[src/rtl/rs_ram8_port_arbiter.sv]
// rtl/rs_ram8_port_arbiter.sv - two-requester arbiter and read-return sequencer for RS_RAM8
// A granted requester sits out one cycle, so alternating requesters fill every RAM slot.
module rs_ram8_port_arbiter #(
  parameter int RD_LATENCY = 1,
  parameter bit RR         = 1'b1
) (
  input  logic       clk_i,
  input  logic       rst_n_i,
  input  logic       req0_i,
  input  logic       we0_i,
  input  logic [7:0] addr0_i,
  input  logic [7:0] wdata0_i,
  output logic       gnt0_o,
  output logic       rvalid0_o,
  output logic [7:0] rdata0_o,
  input  logic       req1_i,
  input  logic       we1_i,
  input  logic [7:0] addr1_i,
  input  logic [7:0] wdata1_i,
  output logic       gnt1_o,
  output logic       rvalid1_o,
  output logic [7:0] rdata1_o,
  output logic [7:0] ram_addr_o,
  output logic [7:0] ram_di_o,
  output logic       ram_we_o,
  input  logic [7:0] ram_do_i
);

  logic                  gnt0_q, gnt1_q, gnt0_d, gnt1_d;
  logic                  rvalid0_q, rvalid1_q;
  logic [7:0]            rdata0_q, rdata1_q;
  logic [7:0]            ram_addr_q, ram_addr_d, ram_di_q, ram_di_d;
  logic                  ram_we_q, ram_we_d;
  logic                  last_q, last_d;
  logic [RD_LATENCY-1:0] tag_v_q, tag_own_q;

  logic       elig0, elig1, win_valid, win1, win_we, issue_rd;
  logic [7:0] win_addr, win_wdata;
  logic       ret_v, ret_own;

  always_comb begin
    elig0     = req0_i & ~gnt0_q;
    elig1     = req1_i & ~gnt1_q;
    win_valid = elig0 | elig1;
    // last_q names the previous winner; on a tie under round-robin the other side wins
    win1      = elig1 & (~elig0 | (RR & ~last_q));
    win_we    = win1 ? we1_i : we0_i;
    win_addr  = win1 ? addr1_i : addr0_i;
    win_wdata = win1 ? wdata1_i : wdata0_i;
    issue_rd  = win_valid & ~win_we;

    gnt0_d     = win_valid & ~win1;
    gnt1_d     = win_valid & win1;
    ram_we_d   = win_valid & win_we;
    ram_addr_d = win_valid ? win_addr : ram_addr_q;
    ram_di_d   = (win_valid && win_we) ? win_wdata : ram_di_q;
    last_d     = win_valid ? win1 : last_q;

    ret_v   = tag_v_q[RD_LATENCY-1];
    ret_own = tag_own_q[RD_LATENCY-1];
  end

  always_ff @(posedge clk_i) begin
    if (!rst_n_i) begin
      gnt0_q     <= 1'b0;
      gnt1_q     <= 1'b0;
      rvalid0_q  <= 1'b0;
      rvalid1_q  <= 1'b0;
      rdata0_q   <= 8'h00;
      rdata1_q   <= 8'h00;
      ram_addr_q <= 8'h00;
      ram_di_q   <= 8'h00;
      ram_we_q   <= 1'b0;
      last_q     <= 1'b1;
      tag_v_q    <= '0;
      tag_own_q  <= '0;
    end else begin
      gnt0_q     <= gnt0_d;
      gnt1_q     <= gnt1_d;
      ram_addr_q <= ram_addr_d;
      ram_di_q   <= ram_di_d;
      ram_we_q   <= ram_we_d;
      last_q     <= last_d;

      // Tag pipeline: stage RD_LATENCY-1 lines up with RAM data valid at this edge
      for (int i = RD_LATENCY - 1; i > 0; i--) begin
        tag_v_q[i]   <= tag_v_q[i-1];
        tag_own_q[i] <= tag_own_q[i-1];
      end
      tag_v_q[0]   <= issue_rd;
      tag_own_q[0] <= win1;

      rvalid0_q <= ret_v & ~ret_own;
      rvalid1_q <= ret_v & ret_own;
      if (ret_v && !ret_own) rdata0_q <= ram_do_i;
      if (ret_v && ret_own)  rdata1_q <= ram_do_i;
    end
  end

  assign gnt0_o     = gnt0_q;
  assign gnt1_o     = gnt1_q;
  assign rvalid0_o  = rvalid0_q;
  assign rvalid1_o  = rvalid1_q;
  assign rdata0_o   = rdata0_q;
  assign rdata1_o   = rdata1_q;
  assign ram_addr_o = ram_addr_q;
  assign ram_di_o   = ram_di_q;
  assign ram_we_o   = ram_we_q;

endmodule

[config.mk]
export PLATFORM = sky130hd
export DESIGN_NAME = rs_ram8_port_arbiter
export DESIGN_NICKNAME = d
export VERILOG_FILES = /design/src/rtl/rs_ram8_port_arbiter.sv
export SDC_FILE = /design/constraint.sdc
export NUM_CORES = 1
export LEC_CHECK = 0
export ABC_AREA = 1
export CORE_MARGIN = 8
export CORE_UTILIZATION = 65
export CTS_CLUSTER_SIZE = 28
export DETAILED_ROUTE_END_ITERATION = 16
export DONT_BUFFER_PORTS = 1
export PLACE_DENSITY = 0.91
export SLEW_MARGIN = 20
export SYNTH_ARGS = -nofsm -noshare
export SYNTH_HDL_FRONTEND = slang
export SYNTH_SLANG_ARGS = --single-unit
[constraint.sdc]
create_clock -name clk_i -period 2.2 [get_ports clk_i]
set_input_delay 0.11 -clock clk_i [delete_from_list [all_inputs] [get_ports clk_i]]
set_output_delay 0.11 -clock clk_i [all_outputs]
set_load 0.1 [all_outputs]
; ---- Yosys cells after proc, flatten, opt, wreduce, memory -nomap -nowiden
; Index checks and enable logic that the tools add are counted.
[totals]
inputBits = 46
output_inout_bits = 37
elab_cells = 37
reg_bits = 40
[op_classes]
n_reduce_logical = 4
n_bitwise = 18
mux = 3
[op_table]
columns = operator, n
row1 = 8-bit 2-to-1 mux, 2
row2 = 1-bit AND, 9
row3 = 1-bit inverter, 7
row4 = 1-bit logical AND, 3
row5 = 1-bit bitwise OR, 2
row6 = 1-bit zero test, 1
row7 = 1-bit 2-to-1 mux, 1

; ---- Depth between registers and ports, before layout
; Gate-level depths: netlist of run 1.
[logic_depth]
depth_word = 8
depth_mapped = 9
depth_no_buf = 8

; ---- Worst setup path after synthesis of run 1
; OpenSTA, ideal clock, no wires.
[synth_path]
path_kind = register -> register
startpoint = reg gnt0_q, in the netlist gnt0_o
endpoint = reg ram_di_q[2], in the netlist ram_di_o[2]
stages_incl_launch_ff = 10
required_ns = 2.087
arrival_ns = 1.672
slack_ns = 0.415
synth_period_minus_slack_ns = 1.785
setup_time_ns = 0.113
path_buffers = 2
cell_sequence = dfxtp_1 > inv_2 > nand3_1 > nand2_2 > buf_6 > buf_6 > nand2_1 > nand2_1 > nor2_1 > nor2_1
[synth_via]
elab_chain_cells = 7
elab_cells_between_ends = 9
cone_classes = mux: 2 / bitwise: 6 / reduce/logical: 1
[synth_rtl]
columns = element, line
row1 = from (decl), 29  ; logic gnt0_q, gnt1_q, gnt0_d, gnt1_d;
row2 = from (signal assigned), 78  ; gnt0_q <= gnt0_d;
row3 = 1-bit inverter (*), 42  ; elig0 = req0_i & ~gnt0_q;
row4 = 1-bit AND (*), 42
row5 = 1-bit inverter, 46  ; win1 = elig1 & (~elig0 | (RR & ~last_q));
row6 = 1-bit bitwise OR, 46
row7 = 1-bit AND, 46
row8 = 1-bit 2-to-1 mux, 47  ; win_we = win1 ? we1_i : we0_i;
row9 = 1-bit logical AND, 56  ; ram_di_d = (win_valid && win_we) ? win_wdata : ram_di_q;
row10 = to (signal assigned), 81  ; ram_di_q <= ram_di_d;
row11 = to (decl), 32  ; logic [7:0] ram_addr_q, ram_addr_d, ram_di_q, ram_di_d;
; Mark *: on every way between the ends. The rest lies on a longest branch, timed or not.
; A chain may end at the register's enable or synchronous reset.

; ---- Worst setup path after layout of run 1
[layout_path]
startpoint = reg gnt0_q, in the netlist gnt0_o
endpoint = reg ram_di_q[1], in the netlist ram_di_o[1]
; Same word-level chain as after synthesis.

==> flow_results.org, run 1 <==
** Pwr
- Of the total power, the share spent switching nets is 0.430.
- Power spread over the standard cell area amounts to 886 nW/um^2.
- Of the total power, combinational logic draws 0.376.
- The design draws 1.91 mW.
- IR analysis of the VDD net gives a maximum drop of 0.882 mV.
- For this design the total switching power over the nets is 822 uW.
- Cell-internal power :: 1.09 mW
- For this design the static power due to leakage is 1.10 nW.
- Of the total power, registers draw 0.421.
- The share of total power dissipated in the clock network is 0.202.

** Timing
- Measured slew at the worst slew-check pin :: 873 ps
- Setup Total Neg Slack :: 0 ps
- Final setup skew :: 14.1 ps
- Crit share post-route :: 0.738
- The worst path needs 1620 ps of the cycle, external delays included.
- The max-slew violation count was 0.
- Setup violators final :: 0
- Static timing analysis puts the maximum clock frequency at 0.616 GHz.
- Slew Limit Headroom :: 0.416
- Final Hold Violating Endpoints :: 0
- Setup repair after global routing left no endpoint under its margin.

** Placed design
- Post-placement cell count :: 290
- RD Place Congestion :: 0.821
- Port buffering added 0 buffers.
- Detailed placement HPWL :: 3150 um
- In this run the cell area measured after placement is 1900 um^2.

** Clock network
- The clock passes through at most 2 buffers.
- CTS tree :: built
- Hold bufs inserted after CTS :: 20
- After clock tree synthesis, the clock-pin slew on the worst setup and hold paths is 110 ps.
- Level count of the clock H-tree :: 2
- Post-CTS Resized :: 0
- Clock tree synthesis found a total of 40 sinks.
- Clk_lat worst skew :: 350 ps
- Total CTS buffers :: 5
- Clock tree synthesis selected as its root buffer the cell clkbuf_4.
- Setup repair bufs after CTS :: 0

** Drt
- In the final routed layout, each cell accounts on average for 17.9 um.
- Via/cell ratio :: 5.69
- Total vias in the final route :: 1808
- Post-route antenna net violation count :: 0
- DRC violations left :: 0
- For this block, the routed nets add up to 5690 um of wire.
- DRT Pass-1 Iters :: 5
- For this block, the initial DRC count from the detailed router was 211.

** Layout
- After routing the design area is 2160 um^2.
- The layout has 114 filler cells.
- Antenna diode count :: 0
- Commonest cells after routing, fill and taps aside :: 54 x nor2_1, 51 x nand2_1, 40 x dfxtp_1
- For this run, the share of the core covered by cells in the final layout is 0.887.
- Leaving out fill and tap cells, the most frequent cell in the layout is nor2_1.
- Net count, final :: 333
- Post-route non-filler standard cell count :: 318
- The area growth from synthesis to layout is 31.2%.
- Layout cell share with drive strength beyond 1 :: 0.181

** Worst hold path
- Worst Hold Depth :: 4
- The tightest min-delay check is of the in -> reg type.

** Logic synthesis
- Sorting the synthesized cells by area gives the leading types as dfxtp_1 49%, nor2_1 12%, nand2_1 12%.
- Synthesis inferred 40 register bits.
- Share of the synthesized area in the top cell type :: 0.487
- Synthesis produced a netlist with a net count of 276.
- Yosys printed 0 warnings.
- Number of distinct library cell variants in the gate-level netlist after synthesis :: 18
- The share of the Yosys chip area taken by registers is 0.487.
- Leading area contributor after synthesis :: dfxtp_1
- The average instance in the mapped netlist occupies 7.15 um^2.
- Post-Syn Area :: 1640 um^2
- In the synthesized netlist, the number of instances is 230.

** Global route
- The initial antenna violation count was 0.
- The via count of the first global-routing pass is 1782.
- Entering global routing, the biggest net connects 30 pins.
- In the global route stage, overall resource usage came out at 0.256.
- After global routing the overflow that remains totals 0.
- The first global-routing pass estimated 8720 um of wire.

** Critical path
- At the worst endpoint, the required time is 2480 ps.
- Counting cells, the worst reg-to-reg path comes to 8.
- Critical setup path kind :: reg -> reg
- Signal arrival time at the worst endpoint :: 1900 ps
- CP max FO :: 29
- Sort of element at the start of the critical path :: flop
- The worst setup path is captured at a flop.
- Across all register-to-register paths, the minimum setup slack is 580 ps.

** Floorplan
- The die covers 4390 um^2.
- Width of the die :: 66.3 um
- Die Height :: 66.3 um
- Effective utilization at floorplan :: 0.676
- Top-level I/O count :: 83
- The floorplan step defined a core boundary enclosing 2430 um^2.
- Placement row count :: 18

** Status
- Run status :: complete, no violations

** Job
- Number of violations of the max-capacitance limit :: 0
[critical path, stage by stage, from the launching register on]
cell     delay [ps]
dfxtp_1         360
inv_2            60
nand3_1         130
nand2_2         340
nand2_2         210
nand3_4         180
nand2_1         110
nand2_1          60
nor2_1          110
[cells in the mapped netlist (all sizes together)]
library cell   n
a21oi          1
buf            6
clkbuf         1
clkinv         1
dfxtp         40
inv           33
nand2         55
nand3          5
nor2          56
o21ai         24
o22ai          8
[stage by stage]
stage,hold slack (ps),worst slack [ps]
final,6.71,576
after global routing,40.1,401
after CTS,0.451,633
after detailed placement,205,696
after global placement,202,801
after floorplan,245,415
[power groups by stage]
| stage | Sequential (mW) | Combinational (mW) | Clock [mW] |
|---|---|---|---|
| 2_1_floorplan | 1.21 | 0.172 | 0 |
| 3_3_place_gp | 0.815 | 0.650 | 0 |
| 3_5_place_dp | 0.818 | 0.662 | 0 |
| 4_1_cts | 0.802 | 0.700 | 0.379 |
| 5_1_grt | 0.809 | 0.752 | 0.420 |
| 6_report | 0.806 | 0.719 | 0.387 |
[area by class of cell]
type / count / area, um^2 / area share
clock buffer: 8 / 58.8 / 0.0273
multi-input combinational: 149 / 654 / 0.303
sequential: 40 / 801 / 0.371
tap: 30 / 37.5 / 0.0174
inverter: 34 / 128 / 0.0592
timing repair buffer: 57 / 478 / 0.222
[cell families (layout without fill, tap and decap cells)]
group,after synthesis,count (layout),share of synthesized area
and+or+nand+nor,116,116,0.291
AOI/OAI and AO/OA,33,33,0.107
DFF,40,40,0.487
buffers and inverters,41,99,0.115
[final timing paths]
path                                     from            end
worst max-delay path                   gnt0_o    ram_di_o[1]
worst max register to register         gnt0_o    ram_di_o[1]
worst min register to register  ram_addr_o[2]  ram_addr_o[2]
worst min-delay path               addr0_i[5]  ram_addr_o[5]
[sequential cells by signal, indices dropped and copies added, names as in the netlist]
register    cells
ret_v           1
rvalid0_o       1
ret_own         1
rdata1_o        8
ram_we_o        1
ram_addr_o      8
gnt0_o          1
gnt1_o          1
rvalid1_o       1
ram_di_o        8
last_q          1
rdata0_o        8
[metal layers]
metal	wire length, um	vias up	global-route usage
li1	-	813	-
met1	2110	809	0.286
met2	2730	148	0.423
met3	625	38	0.0831
met4	229	0	0.131
met5	0	-	0
(Power assumes the default switching activity.)
==> inputs of run 2 (changes only) <==
--- a/config.mk
+++ b/config.mk
@@ -5,13 +5,13 @@
 export SDC_FILE = /design/constraint.sdc
 export NUM_CORES = 1
 export LEC_CHECK = 0
-export ABC_AREA = 1
+export ABC_AREA = 0
 export CORE_MARGIN = 8
-export CORE_UTILIZATION = 65
+export CORE_UTILIZATION = 56
 export CTS_CLUSTER_SIZE = 28
 export DETAILED_ROUTE_END_ITERATION = 16
 export DONT_BUFFER_PORTS = 1
-export PLACE_DENSITY = 0.91
+export PLACE_DENSITY = 0.84
 export SLEW_MARGIN = 20
 export SYNTH_ARGS = -nofsm -noshare
 export SYNTH_HDL_FRONTEND = slang
==> constraint.sdc (replaced) <==
create_clock -name clk_i -period 1.4 [get_ports clk_i]
set_input_delay 0.07 -clock clk_i [delete_from_list [all_inputs] [get_ports clk_i]]
set_output_delay 0.07 -clock clk_i [all_outputs]
set_load 0.1 [all_outputs]
==> run 2 against run 1 <==
  * The run now ends with hold timing left
  * Count of clock-buffer cells in the layout is the same
  * Core utilization shrank 9.7 points
  * Global-route usage shrank 3.4 points
  * Sequential share of layout area shrank 5.8 points
  * Clock skew shrank 7.2 ps
  * Cell area grew 21%
  * Fmax grew 19%
  * Synthesized area grew 16%
  * Critical path depth shrank 4
  * Flip-flop and latch count is the same
  * First-iteration DRC count grew 5.7%
  * Critical endpoint is now ram_di_o[5]
==> flow_results.org, run 2 <==
** Logic synthesis
- Syn Area/Cell :: 9.55 um^2 (+34%)
- Post-Syn Area :: 1910 um^2 (+16%)
- In the synthesized netlist the dominant register cell turns out to be dfxtp_1.
- Async SR Flop Fraction :: 0 (unchanged)
- Yosys warning total :: 0 (unchanged)
- Leading cell types by total area after synthesis :: dfxtp_1 42%, nand2_1 5.1%, o2111a_1 4.7%
- Number of flip-flops and latches in the synthesized netlist :: 40 (unchanged)
- Most used standard cells in the synthesized netlist :: 40 x dfxtp_1, 26 x nand2_1, 10 x clkbuf_1, 9 x nand3_1
- Sequential element share of the synthesized area :: 0.419 (-0.0677)
- Number of distinct library cell variants in the gate-level netlist after synthesis :: 35 (+17)
- The number of nets produced by synthesis came to 246 (-11%).
- By instance count, the leading cell after synthesis is dfxtp_1.
- The synthesized design spends more area on one cell type than any other, namely dfxtp_1.
- Mapped Cells :: 200 (-13%)
- Number of synthesized flops with an enable pin :: 0 (unchanged)
- Share of the synthesized area in the top cell type :: 0.419 (-0.0677)

** Timing
- Final Hold Violating Endpoints :: 39 (+39)
- The final setup TNS was 0 ps (unchanged).
- RSZ-0062 raised after global routing :: true
- The maximum operating frequency is 0.731 GHz (+19%).
- Final min period :: 1370 ps (-255 ps)
- Setup violators final :: 0 (unchanged)
- The hold slack came to -191 ps (-197 ps).
- Final setup skew :: 6.96 ps (-7.18 ps)
- The worst slew margin relative to its limit is 0.687 (+0.271).
- The measured slew at the worst slew-check pin came to 468 ps (-405 ps).
- The post-route fraction of the period consumed by the critical path came to 0.977 (+0.239).
- Number of max-slew violations in the final report :: 0 (unchanged)

** Drt
- The length of routed met2 wiring is 3020 um (+11%).
- The post-detailed-route via-to-cell ratio came to 5.95 (+4.7%).
- Post-route antenna net violation count :: 0 (unchanged)
- The sum of routed wire length over all layers came to 5890 um (+3.4%).
- The detail-routed net length per standard cell is 19.0 um (+6.4%).
- The detailed-route wire length on metal 1 came to 2110 um (-0.14%).
- The number of iterations in the first detailed-routing pass came to 5 (unchanged).
- DRC violations left :: 0 (unchanged)
- The met3 layer wire length in the routed design came to 645 um (+3.2%).
- The detailed router's first-iteration violation count came to 223 (+5.7%).
- Total vias in the final route :: 1840 (+1.8%)
- Top routing layer in use :: met4

** Floorplan
- Effective utilization at floorplan :: 0.577 (-0.0992)
- Width of the die :: 74.4 um (+12%)
- The number of top-level pins is 83 (unchanged).
- Overall die area :: 5530 um^2 (+26%)
- Placement row count :: 21 (+3)
- Core area :: 3310 um^2 (+36%)
- Die Height :: 74.4 um (+12%)

** Critical path
- On the critical path, the stage with the largest delay is an instance of dfxtp_4.
- The delay of the slowest critical-path stage came to 370 ps (about the same).
- The worst-case reg-to-reg path depth is 4 (-4).
- Critical path cell sequence :: and3b_2 > buf_4 > nor4b_1 > a211oi_1
- Endpoint class of the critical path :: flop
- Critical setup path kind :: reg -> reg
- Signal arrival time at the worst endpoint :: 1600 ps (-300 ps)
- Cell family with the largest share of critical-path delay :: simple AND/OR/NAND/NOR gates
- The number of buffers and inverters on the critical path is 1 (unchanged).
- The required time of the critical path came to 1640 ps (-840 ps).
- The maximum fanout along the worst path was 10 (-66%).
- Sort of element at the start of the critical path :: flop
- The number of cells on the critical path was 4 (-4).

** Placed design
- The global placement routability congestion came to 0.771 (-6.1%).
- Detailed placement HPWL :: 4050 um (+28%)
- The port buffer count was 0 (unchanged).
- Instance area after placement :: 2230 um^2 (+18%)

** Layout
- The number of antenna diodes came to 0 (unchanged).
- Most common library cell in the layout ignoring fill and taps :: buf_4
- Relative to the synthesized area, the layout overhead comes to 37.0%.
- The combined area of the multi-input logic cells came to 1000 um^2 (+54%).
- Net count, final :: 308 (-7.5%)
- Layout cell share with drive strength beyond 1 :: 0.297 (+0.116)
- Final non-filler cell area :: 2620 um^2 (+21%)
- The filler cell count in the final layout came to 217 (+90%).
- In the layout the commonest cells are 46 x buf_4, 30 x dlygate4sd3_1, 29 x dfxtp_1.
- Sequential cell area :: 820 um^2 (+2.3%)

** Clock network
- CTS tree :: built
- The maximum number of buffers from clock root to sink was 2 (unchanged).
- # clock sinks :: 40 (unchanged)
- The H-tree depth came to 2 (unchanged).
- Clk_lat worst skew :: 350 ps (about the same)
- Setup repair bufs after CTS :: 0 (unchanged)
- The quantity of hold-fixing buffers added after cts came to 30 (+50%).
- The clock slew at the register clock pins of the worst setup and hold paths came to 120 ps (about the same).
- Total CTS buffers :: 5 (unchanged)
- Clock Root Buffer :: clkbuf_4

** Global route
- The wire length of the first global-routing pass was 9500 um (+8.9%).
- The largest net degree at the start of global routing came to 43 (+43%).
- Antenna violations before repair :: 0 (unchanged)
- The via count of the first global-routing pass was 1938 (+8.8%).
- The overall overflow remaining after global route is 0 (unchanged).
- The all-layer global routing usage is 0.221 (-0.0344).

** Pwr
- Overall Power :: 3.02 mW (+58%)
- Maximum VDD drop :: 0.857 mV (-2.8%)
- Pwr Density :: 1150 nW/um^2 (+30%)
- Standby leakage power :: 1.06 nW (-3.5%)

** Job
- Number of violations of the max-capacitance limit :: 0 (unchanged)

** Status
- Violations in the final reports :: hold timing
- The flow ran to the end, but the final reports show violations.

** Worst hold path
- The min-delay analysis places its worst path in the category in -> reg.
- The hold-critical path depth was 1 (-3).
[run 2: what timing repair did]
| action | in CTS | in global routing |
|---|---|---|
| endpoints found under the hold margin | 40 | 39 |
| gates resized for setup | 2 | 4 |
| endpoints found under the setup margin | 9 | 9 |
[run 2: worst register-to-register path: stages, from the launching register on]
cell      delay, ps
dfxtp_4         370
and3b_2         280
buf_4           220
nor4b_1         310
a211oi_1         80
[run 2: cell families (layout without fill, tap and decap cells)]
kind of cell | count (synthesis) | count (layout) | synth area share
buf+inv | 29 | 92 | 0.0754
compound gates | 58 | 58 | 0.265
flops | 40 | 40 | 0.419
simple gates | 73 | 73 | 0.240
[run 2: area by class of cell]
class                           count  area share
Tap cell                           46      0.0220
Inverter                            8      0.0115
Sequential cell                    40       0.313
Multi-Input combinational cell    131       0.384
Timing Repair Buffer               76       0.247
Clock buffer                        8      0.0225
[run 2: through the flow]
step | instances | util | hold slack [ps] | worst slack (ps)
after global routing | 309 | 0.790 | -207 | -24.5
after global placement | 271 | 0.675 | 156 | 53.8
after CTS | 309 | 0.784 | -204 | 9.53
final | 309 | 0.790 | -191 | 31.6
after floorplan | 200 | - | 205 | -41.5
after detailed placement | 271 | 0.675 | 163 | -9.18
[run 2: power breakdown]
part           switching (mW)  internal (mW)
combinational           0.807          0.314
clock                   0.367          0.248
sequential             0.0552           1.23
total                    1.23           1.79
[run 2: routing by layer]
metal,vias to the layer above,track usage
met5,-,0
met4,0,0.0696
met3,19,0.105
met2,93,0.392
met1,858,0.223
li1,870,-
[run 2: path summary, 6_finish.rpt]
kind | slack, ps | to | start
setup / recovery | 30 | ram_di_o[5] | gnt0_o
hold / removal | -190 | last_q | rst_n_i
setup reg to reg | 30 | ram_di_o[5] | gnt0_o
hold reg to reg | 460 | rdata0_o[0] | rdata0_o[0]
